## src/rtl/speck_key_schedule.sv

```systemverilog
// Speck64/128 key expander: captures a 128-bit master key and streams the
// round keys k_0..k_{ROUNDS-1}, one per valid/ready handshake, with their index.
module speck_key_schedule #(
    parameter int unsigned W      = 32,
    parameter int unsigned ROUNDS = 27,
    parameter int unsigned ALPHA  = 8,
    parameter int unsigned BETA   = 3
) (
    input  logic           clk,
    input  logic           rst,
    input  logic [4*W-1:0] key_in,
    input  logic           key_valid,
    output logic           key_ready,
    output logic [W-1:0]   rk_out,
    output logic [4:0]     rk_idx,
    output logic           rk_valid,
    input  logic           rk_ready,
    output logic           done
);

    typedef enum logic {
        StIdle,
        StRun
    } state_e;

    localparam logic [4:0] LastIdx = 5'(ROUNDS - 1);

    state_e         state_q, state_d;
    logic [W-1:0]   k_q, k_d;
    logic [W-1:0]   l0_q, l0_d;
    logic [W-1:0]   l1_q, l1_d;
    logic [W-1:0]   l2_q, l2_d;
    logic [4:0]     idx_q, idx_d;
    logic           done_q, done_d;

    logic [W-1:0]   l0_ror;
    logic [W-1:0]   k_rol;
    logic [W-1:0]   t;

    // Round function datapath: next l word and rotated k for the current index.
    always_comb begin
        l0_ror = (l0_q >> ALPHA) | (l0_q << (W - ALPHA));
        k_rol  = (k_q << BETA) | (k_q >> (W - BETA));
        t      = (k_q + l0_ror) ^ {{(W - 5){1'b0}}, idx_q};
    end

    // Next-state and handshake outputs; key_valid in RUN and rk_ready in IDLE are ignored.
    always_comb begin
        state_d   = state_q;
        k_d       = k_q;
        l0_d      = l0_q;
        l1_d      = l1_q;
        l2_d      = l2_q;
        idx_d     = idx_q;
        done_d    = 1'b0;
        key_ready = (state_q == StIdle);
        rk_valid  = (state_q == StRun);

        unique case (state_q)
            StIdle: begin
                if (key_valid) begin
                    k_d     = key_in[W-1:0];
                    l0_d    = key_in[2*W-1:W];
                    l1_d    = key_in[3*W-1:2*W];
                    l2_d    = key_in[4*W-1:3*W];
                    idx_d   = 5'd0;
                    state_d = StRun;
                end
            end
            StRun: begin
                if (rk_ready) begin
                    if (idx_q == LastIdx) begin
                        state_d = StIdle;
                        done_d  = 1'b1;
                    end else begin
                        k_d   = k_rol ^ t;
                        l0_d  = l1_q;
                        l1_d  = l2_q;
                        l2_d  = t;
                        idx_d = idx_q + 5'd1;
                    end
                end
            end
            default: state_d = StIdle;
        endcase
    end

    // State registers; reset clears all key material and returns to IDLE at once.
    always_ff @(posedge clk or posedge rst) begin
        if (rst) begin
            state_q <= StIdle;
            k_q     <= '0;
            l0_q    <= '0;
            l1_q    <= '0;
            l2_q    <= '0;
            idx_q   <= '0;
            done_q  <= 1'b0;
        end else begin
            state_q <= state_d;
            k_q     <= k_d;
            l0_q    <= l0_d;
            l1_q    <= l1_d;
            l2_q    <= l2_d;
            idx_q   <= idx_d;
            done_q  <= done_d;
        end
    end

    assign rk_out = k_q;
    assign rk_idx = idx_q;
    assign done   = done_q;

endmodule
```

## config.mk

```make
export PLATFORM = sky130hd
export DESIGN_NAME = speck_key_schedule
export DESIGN_NICKNAME = d
export VERILOG_FILES = /design/src/rtl/speck_key_schedule.sv
export SDC_FILE = /design/constraint.sdc
export NUM_CORES = 1
export LEC_CHECK = 0
export CAP_MARGIN = 20
export CORE_AREA = 2 2 145 147
export CTS_CLUSTER_DIAMETER = 50
export DETAILED_ROUTE_END_ITERATION = 6
export DIE_AREA = 0 0 147 149
export GPL_TIMING_DRIVEN = 0
export PLACE_DENSITY_LB_ADDON = 0.1
export REMOVE_ABC_BUFFERS = 1
export SKIP_LAST_GASP = 1
export SYNTH_ARGS = -nofsm -noshare
export SYNTH_HDL_FRONTEND = slang
export SYNTH_SLANG_ARGS = --single-unit
```

## constraint.sdc

```tcl
create_clock -name clk -period 4.26 [get_ports clk]
set_input_delay 0.852 -clock clk [delete_from_list [all_inputs] [get_ports clk]]
set_output_delay 0.852 -clock clk [all_outputs]
set_load 0.005 [all_outputs]
```

## Yosys cells after proc, flatten, opt, wreduce, memory -nomap -nowiden

Cells that the tools add are included.

| operators by class | value |
|---|---|
| add/subtract/negate cells | 2 |
| $mul | 0 |
| div/mod/pow operators | 0 |
| order comparisons | 0 |
| eq/ne operators | 4 |
| shift operators | 0 |
| mux-type cells | 27 |
| bitwise logic cells | 5 |
| reductions and logical operators | 1 |

Operators by type and width:

| kind | number |
|---|---|
| 32-bit two-way mux | 12 |
| 32-bit case mux with 2 select lines | 4 |
| 32-bit adder | 1 |
| 24-bit by 32-bit OR with 32-bit output | 1 |
| 32-bit by 3-bit OR with 32-bit output | 1 |
| 32-bit XOR | 1 |
| 32-bit by 5-bit XOR with 32-bit output | 1 |
| 5-bit two-way mux | 3 |
| 5-bit case mux with 2 select lines | 1 |
| 1-bit two-way mux | 6 |
| 2-bit != test (second input constant) | 3 |
| 5-bit by 1-bit adder with 5-bit output (second input constant) | 1 |
| 5-bit == test (second input constant) | 1 |
| 3-bit AND reduction | 1 |
| 1-bit case mux with 2 select lines | 1 |
| 1-bit NOT | 1 |

| storage, ports and cells | value |
|---|---|
| flip-flop bits (word level) | 135 |
| bits in latches | 0 |
| RAM bits | 0 |
| bits in read-only memories | 0 |
| output and inout port bits | 40 |
| memories | 0 |

## Logic depth before layout (Yosys ltp)

Gate-level depths: netlist (run 1).

| depth | value |
|---|---|
| depth after elaboration | 7 |
| depth in mapped cells | 12 |
| mapped depth without buffers | 12 |

## Worst setup path after synthesis (run 1)

No wires, ideal clock.

| path | value |
|---|---|
| path kind | register to register |
| start point | register k_q[4] (netlist: rk_out[4]) |
| end point | register k_q[29] (netlist: rk_out[29]) |
| data arrival time | 2.587 ns |
| path slack | 1.552 ns |
| stages on the path, launching flop included | 11 |
| path buffers | 0 |
| period minus slack after synthesis | 2.708 ns |
| path through | dfrtp_1 ha_1 or4_1 o21ai_1 a21oi_2 a2111oi_4 nor3_1 or3_1 nand4_1 nand3b_1 a22o_1 |

| between the ends | value |
|---|---|
| longest elaborated chain between the ends | 6 |

Ends and longest elaborated chain:

| element | RTL line | source |
|---|---|---|
| start: declaration | 29 | `logic [W-1:0] k_q, k_d;` |
| start signal: assignment | 100 | `k_q <= k_d;` |
| 32-bit adder | 44 | `t = (k_q + l0_ror) ^ {{(W - 5){1'b0}}, idx_q};` |
| 32-bit by 5-bit XOR with 32-bit output | 44 |  |
| 32-bit XOR | 76 | `k_d = k_rol ^ t;` |
| 32-bit two-way mux | 72 | `if (idx_q == LastIdx) begin` |
| 32-bit two-way mux | 71 | `if (rk_ready) begin` |
| 32-bit case mux with 2 select lines | 59 | `unique case (state_q)` |

Every way passes these cells. The select of a mux whose other input is x is not followed.
A chain may end at the register's enable or synchronous reset.

## Final worst setup path (run 1)

| path | value |
|---|---|
| start point | register state_q (netlist: rk_valid) |
| end point | output key_ready |

| between the ends | value |
|---|---|
| longest elaborated chain between the ends | 1 |

Ends and longest elaborated chain:

| element | RTL line | source |
|---|---|---|
| start: declaration | 28 | `state_e state_q, state_d;` |
| start signal: assignment | 91 | `state_q <= StIdle;` |
| start signal: assignment | 99 | `state_q <= state_d;` |
| 1-bit NOT | - |  |
| end: declaration | 13 | `output logic key_ready,` |

Every way passes these cells.

==> results.py, run 1 <==
metrics = {
    "status": {
        "status": "finished clean",
    },
    "timing": {
        "tightestPinTransition_ns": 1.065,
        "grt_setup_unrepaired": "false",
        "timing.max_slew.rel_slack_pct": 28.85,
        "period_needed_ns": 3.376,
        "timing.final.hold_violations": 0,
        "finalMaxSlewViolations": 0,
        "fmax_mhz": 296.2,
        "worst_clock_skew_ns": 0.009804,
        "setup_viol": 0,
        "fin_crit_share_pct": 79.26,
    },
    "routing": {
        "postRouteWirelength_mm": 22.77,
        "antenna_violating_nets_post_route": 0,
        "post-route-drc-count": 0,
        "routed_wire_length_per_instance_um": 17.12,
        "dr.first_iter.drc_count": 412,
        "num_vias": 6830,
        "number_of_detailed_route_iterations_in_the_first_pass": 4,
        "vias_per_cell": 5.135,
    },
    "clock_tree": {
        "clockBufferDepth": 2,
        "tritoncts_clock_tree": "done",
        "cts_made_buffers": 17,
        "clock_insertion_delay_worst_skew_ns": 0.43,
        "clk_transition_reported_paths_ns": 0.06,
        "cell_at_the_root_of_the_clock_tree": "clkbuf_16",
        "ctsResizeCount": 0,
        "ctsHoldBuffers": 0,
        "clock_sink_count": 135,
        "h_tree_level_count": 4,
        "cts_post_setup_buffers_inserted": 0,
    },
    "power": {
        "finalPower_mw": 9.345,
        "power.density_cell_area_nw_per_um2": 863.8,
        "p_leak_nw": 5.170,
        "vdd_drop_max_v": 0.0002976,
    },
    "placed_design": {
        "dp_cells": 1298,
        "dp.final_hpwl_mm": 16.35,
        "gp_congestion": 0.8231,
        "port_buffers": 171,
    },
    "setup_path": {
        "worst_path_largest_cell_delay_ns": 0.71,
        "worst_path_max_delay_cell": "inv_2",
        "critical_path_cell_sequence": "inv_2 > clkdlybuf4s50_1",
        "arrival_ns": 2.52,
        "criticalPathCategory": "flop to output port",
        "endpoint_kind": "output port",
        "worst-path-max-fanout": 41,
        "worstPathRequired_ns": 3.41,
        "cp-start-kind": "flop",
    },
    "synthesis": {
        "synth_seq_cells": 135,
        "netlist_instances": 903,
        "sequential_share_of_the_synthesized_area_pct": 41.37,
        "synthDominantAreaCellType": "dfrtp_1",
        "synth.lib_cells_used.distinct": 53,
        "portion_of_synthesized_cell_area_occupied_by_the_leading_cell_type_pct": 41.37,
        "synth_most_common_cell": "nand2_1",
        "async_reset_ff_share_pct": 100.0,
        "synth.cell_area_um2": 8167,
        "synth_ff_type": "dfrtp_1",
        "synth-warning-count": 0,
        "synth.avg_cell_area_um2": 9.044,
        "netlist_top_cells_area": "dfrtp_1, mux2i_1, o21ai_0, nand2_1, xnor2_1",
        "synth_edf_count": 0,
        "yosys-top-cells-count": "nand2_1, dfrtp_1, o21ai_0",
    },
    "die": {
        "chipWidth_um": 147,
        "floorplan.rows": 53,
        "die_h_um": 149,
        "start_util_pct": 39.73,
        "io-pin-count": 172,
        "placeableCoreArea_um2": 20560,
        "floorplan.die_area_um2": 21900,
    },
    "global_routing": {
        "final_global_route_overflow_total": 0,
        "maximum_number_of_pins_on_one_net_before_global_route_repair": 74,
        "first_global_vias": 6803,
        "grt.total_usage_pct": 21.29,
        "initial_antenna_violation_count": 0,
        "wire_length_of_the_first_global_routing_pass_mm": 36.75,
    },
    "cells_and_area": {
        "num-fill-cells": 1944,
        "drive_above_1_share_pct": 4.739,
        "finish.net_count": 1208,
        "layout.cells.non_filler": 1330,
        "post_layout_util_pct": 52.62,
        "num_antenna_cells": 0,
        "area_delta_synth_final_pct": 32.47,
    },
    "worst_hold_path": {
        "worstHoldPathType": "flop to flop",
    },
    "run": {
        "max_cap_viol_count": 0,
    },
}
stage by stage:
stage	setup slack, ns	cell area, um2	setup TNS (ns)	hold WS, ns
after floorplan	-6.744	7945	-866.96	0.4492
after global placement	-12.01	10000	-1835.76	0.4604
after detailed placement	0.8736	10210	0	0.4702
after CTS	0.8351	10820	0	0.4839
after global routing	0.7857	10820	0	0.5002
final	0.8836	10820	0	0.4786
layer usage:
metal | global-route usage (%) | part of all wire (%)
met5 | 0 | 0
met3 | 4.373 | 4.8
met2 | 34.58 | 47
met1 | 29.12 | 47
met4 | 5.817 | 1.3
power by group:
group,internal (mW),leakage (nW),total (mW),switching [mW]
logic,2.52,3.23,5.34,2.82
registers,1.92,1.66,2.46,0.549
clock network,0.929,0.285,1.54,0.613
total,5.36,5.17,9.34,3.98
flip-flops by register name (all words and copies together) (netlist names):
name and count:
l0_q 32, l1_q 32, l2_q 32, rk_out 32, rk_idx 5, done 1
rk_valid 1
layout by cell type, fill, tap and decap left out, types with 7 or more instances in the layout:
master	n
o21ai_0	130
clkdlybuf4s50_1	171
dfrtp_1	134
nand4_1	8
nor2b_1	7
a21oi_1	66
a21o_1	20
nand2_1	140
clkbuf_16	17
nand3_1	11
nor2_1	39
xnor2_1	55
o21ai_1	7
mux2i_1	91
ha_1	33
and3_1	12
xor2_1	15
final cells by class:
| class | count | area, um2 | area share, % |
|---|---|---|---|
| well taps | 275 | 344.1 | 3.181 |
| repair buffers | 179 | 1909 | 17.65 |
| clock buffers | 19 | 432.9 | 4.002 |
| clock inverters | 13 | 170.2 | 1.573 |
| multi-input cells | 701 | 4544 | 42.01 |
| inverters | 8 | 35.03 | 0.3238 |
| flip-flops and latches | 135 | 3382 | 31.26 |
worst max-delay path, delay by kind of cell (launching register included):
kind / cells / cell delay, ns
flip-flops: 1 / 0.70
buffers and inverters: 2 / 1.35
final timing paths:
kind                            depth (start not counted)                     end  slack [ns]            startpoint
worst max-delay path                                    2               key_ready        0.88    rk_valid$_DFF_PP0_
worst min-delay path                                    2    l2_q[16]$_DFFE_PP0P_        0.48  l2_q[16]$_DFFE_PP0P_
worst max register to register                          8  rk_out[31]$_DFFE_PP0P_        1.18    rk_valid$_DFF_PP0_
worst min register to register                          2    l2_q[16]$_DFFE_PP0P_        0.48  l2_q[16]$_DFFE_PP0P_
max in group asynchronous                               3      rk_valid$_DFF_PP0_        2.56                   rst
min in group asynchronous                               2    l1_q[18]$_DFFE_PP0P_        0.88                   rst
cells by family after synthesis:
family | count (synthesis) | synth area share, %
xor+xnor | 70 | 7.507
fa+ha+maj | 34 | 5.301
buf+inv | 67 | 3.080
flops | 135 | 41.37
simple gates | 241 | 12.88
compound gates | 263 | 18.43
mux | 93 | 11.43
No activity file was read; power rests on OpenSTA's default activity.
==> inputs of run 2 (changes only) <==
- clock period: 4.26 -> 3.2 ns (I/O delays scaled with it)
==> run 2 against run 1 <==
- critical path depth increased by 8
- sequential cell count unchanged
- clock-buffer cell count unchanged
- combinational power increased by 34%
- clock skew about the same
- critical path type is now flop to flop
==> results.py, run 2 (synthesis gave the netlist of run 1 again) <==
metrics = {
    "die": {
        "placeableCoreArea_um2": 20560,
        "io-pin-count": 172,
        "floorplan.die_area_um2": 21900,
        "floorplan.rows": 53,
        "die_h_um": 149,
        "chipWidth_um": 147,
        "start_util_pct": 39.73,
    },
    "routing": {
        "postRouteWirelength_mm": 22.79,
        "antenna_violating_nets_post_route": 0,
        "num_vias": 6816,
        "vias_per_cell": 5.121,
        "routed_wire_length_per_instance_um": 17.12,
        "post-route-drc-count": 0,
        "dr.first_iter.drc_count": 373,
        "number_of_detailed_route_iterations_in_the_first_pass": 5,
    },
    "worst_hold_path": {
        "timing.hold.worst_path_depth": 2,
        "timing.hold.worst.start": "l1_q[0]$_DFFE_PP0P_",
        "worst_hold_path_ep": "l1_q[0]$_DFFE_PP0P_",
        "worstHoldPathType": "flop to flop",
    },
    "placed_design": {
        "placedInstanceArea_um2": 10210,
        "port_buffers": 171,
        "dp.final_hpwl_mm": 16.35,
        "gp_congestion": 0.8231,
        "dp_cells": 1298,
    },
    "timing": {
        "worst_clock_skew_ns": 0.009823,
        "setup_viol": 0,
        "timing.final.hold_violations": 0,
        "fin_crit_share_pct": 93.81,
        "fmax_mhz": 333.1,
        "finalMaxSlewViolations": 0,
        "timing.max_slew.rel_slack_pct": 54.88,
        "period_needed_ns": 3.002,
        "tightestPinTransition_ns": 0.6752,
    },
    "cells_and_area": {
        "post_layout_util_pct": 52.79,
        "layout.cells.non_filler": 1331,
        "finish.net_count": 1209,
        "most_used_cells_in_the_layout_excluding_fill_and_tap_cells": "clkdlybuf4s50_1, nand2_1, dfrtp_1",
        "num_antenna_cells": 0,
        "final_common_cell": "clkdlybuf4s50_1",
        "drive_above_1_share_pct": 5.398,
        "area_delta_synth_final_pct": 32.89,
        "design_area_um2": 10850,
    },
    "global_routing": {
        "maximum_number_of_pins_on_one_net_before_global_route_repair": 74,
        "first_global_vias": 6803,
        "grt.total_usage_pct": 21.29,
        "wire_length_of_the_first_global_routing_pass_mm": 36.75,
        "final_global_route_overflow_total": 0,
        "initial_antenna_violation_count": 0,
    },
    "setup_path": {
        "worstPathRequired_ns": 3.55,
        "critical_path_cell_sequence": "ha_1 > or4_1 > o21ai_1 > a21oi_2 > a2111oi_4 > nor3_2 > or3_1 > a31oi_1 > a21oi_1 > a21oi_1",
        "regToRegSetupSlack_ns": 0.20,
        "worst_path_max_delay_cell": "or4_1",
        "endpoint_kind": "flop",
        "cp-start-kind": "flop",
        "worst_path_largest_cell_delay_ns": 0.49,
        "worst-path-max-fanout": 6,
        "timing.critical_path.buf_inv": 0,
        "regToRegEndpoint": "l2_q[29]$_DFFE_PP0P_",
        "cp_common_cell": "a21oi_1",
        "criticalPathCategory": "flop to flop",
        "worst_r2r_startpoint": "rk_out[4]$_DFFE_PP0P_",
        "reg2regPathDepth": 10,
        "arrival_ns": 3.35,
        "critical_path.top_delay_family": "compound AO/OA/AOI/OAI gates",
    },
    "run": {
        "max_cap_viol_count": 0,
    },
    "clock_tree": {
        "clk_transition_reported_paths_ns": 0.06,
        "ctsHoldBuffers": 0,
        "h_tree_level_count": 4,
        "cts_made_buffers": 17,
        "clock_sink_count": 135,
        "tritoncts_clock_tree": "done",
        "cell_at_the_root_of_the_clock_tree": "clkbuf_16",
        "clock_insertion_delay_worst_skew_ns": 0.43,
        "clockBufferDepth": 2,
    },
    "power": {
        "p_leak_nw": 5.177,
        "power.density_cell_area_nw_per_um2": 1152,
        "vdd_drop_max_v": 0.0003976,
    },
    "status": {
        "status": "finished clean",
    },
}
run 2: how the worst max path moves through the flow:
stage | startpoint | to | slack (ns) | depth (start not counted)
final | rk_out[4]$_DFFE_PP0P_ | l2_q[29]$_DFFE_PP0P_ | 0.20 | 10
after global routing | rk_out[0]$_DFFE_PP0P_ | rk_out[24]$_DFFE_PP0P_ | -0.006 | 13
after CTS | rk_valid$_DFF_PP0_ | l2_q[31]$_DFFE_PP0P_ | 0.03 | 6
after detailed placement | key_valid | rk_out[31]$_DFFE_PP0P_ | 0.03 | 7
after global placement | rk_valid$_DFF_PP0_ | l1_q[9]$_DFFE_PP0P_ | -13.07 | 3
after floorplan | rk_valid$_DFF_PP0_ | l0_q[0]$_DFFE_PP0P_ | -7.80 | 3
run 2: per-layer routing:
metal / vias up / GRT usage [%] / wire length (um)
li1: 3460 / - / -
met1: 3194 / 29.12 / 10740
met2: 141 / 34.58 / 10670
met3: 21 / 4.373 / 1077
met4: 0 / 5.817 / 309
met5: - / 0 / 0
run 2: through the flow:
| step | hold slack, ns | setup slack, ns | total power, mW | setup TNS [ns] |
|---|---|---|---|---|
| after floorplan | 0.4492 | -7.804 | 8.225 | -1125.83 |
| after global placement | 0.4604 | -13.07 | 10.43 | -2095.03 |
| after detailed placement | 0.4702 | 0.02556 | 10.43 | 0 |
| final | 0.4776 | 0.1980 | 12.50 | 0 |
| after CTS | 0.4839 | 0.03085 | 12.55 | 0 |
| after global routing | 0.5002 | -0.005851 | 13.63 | -0.005851 |
run 2: tightest hold or removal path, delay by kind of cell (launching register included):
family           cells  cell delay [ns]
AO/OA/AOI/OAI        1             0.06
AND/OR/NAND/NOR      1             0.04
flip-flops           1             0.34
run 2: repair_timing:
action                     CTS  global route
setup endpoints to repair    1            19
buffers inserted             0             1
pin swaps                    0             1
resized for setup            1             6
run 2: report_power, final:
group          switching (mW)  total [mW]  internal [mW]
sequential              0.729        3.28           2.55
clock                   0.814        2.05           1.24
combinational            3.78        7.17           3.39
total                    5.32        12.5           7.17
run 2: area by class of cell:
| cell class | instances | area (um2) |
|---|---|---|
| clock buffer | 19 | 432.9 |
| clock inverter | 13 | 170.2 |
| fill | 1947 | 9704 |
| inverter | 8 | 37.54 |
| multi-input combinational | 701 | 4569 |
| sequential | 135 | 3382 |
| tap | 275 | 344.1 |
| timing repair buffer | 180 | 1917 |
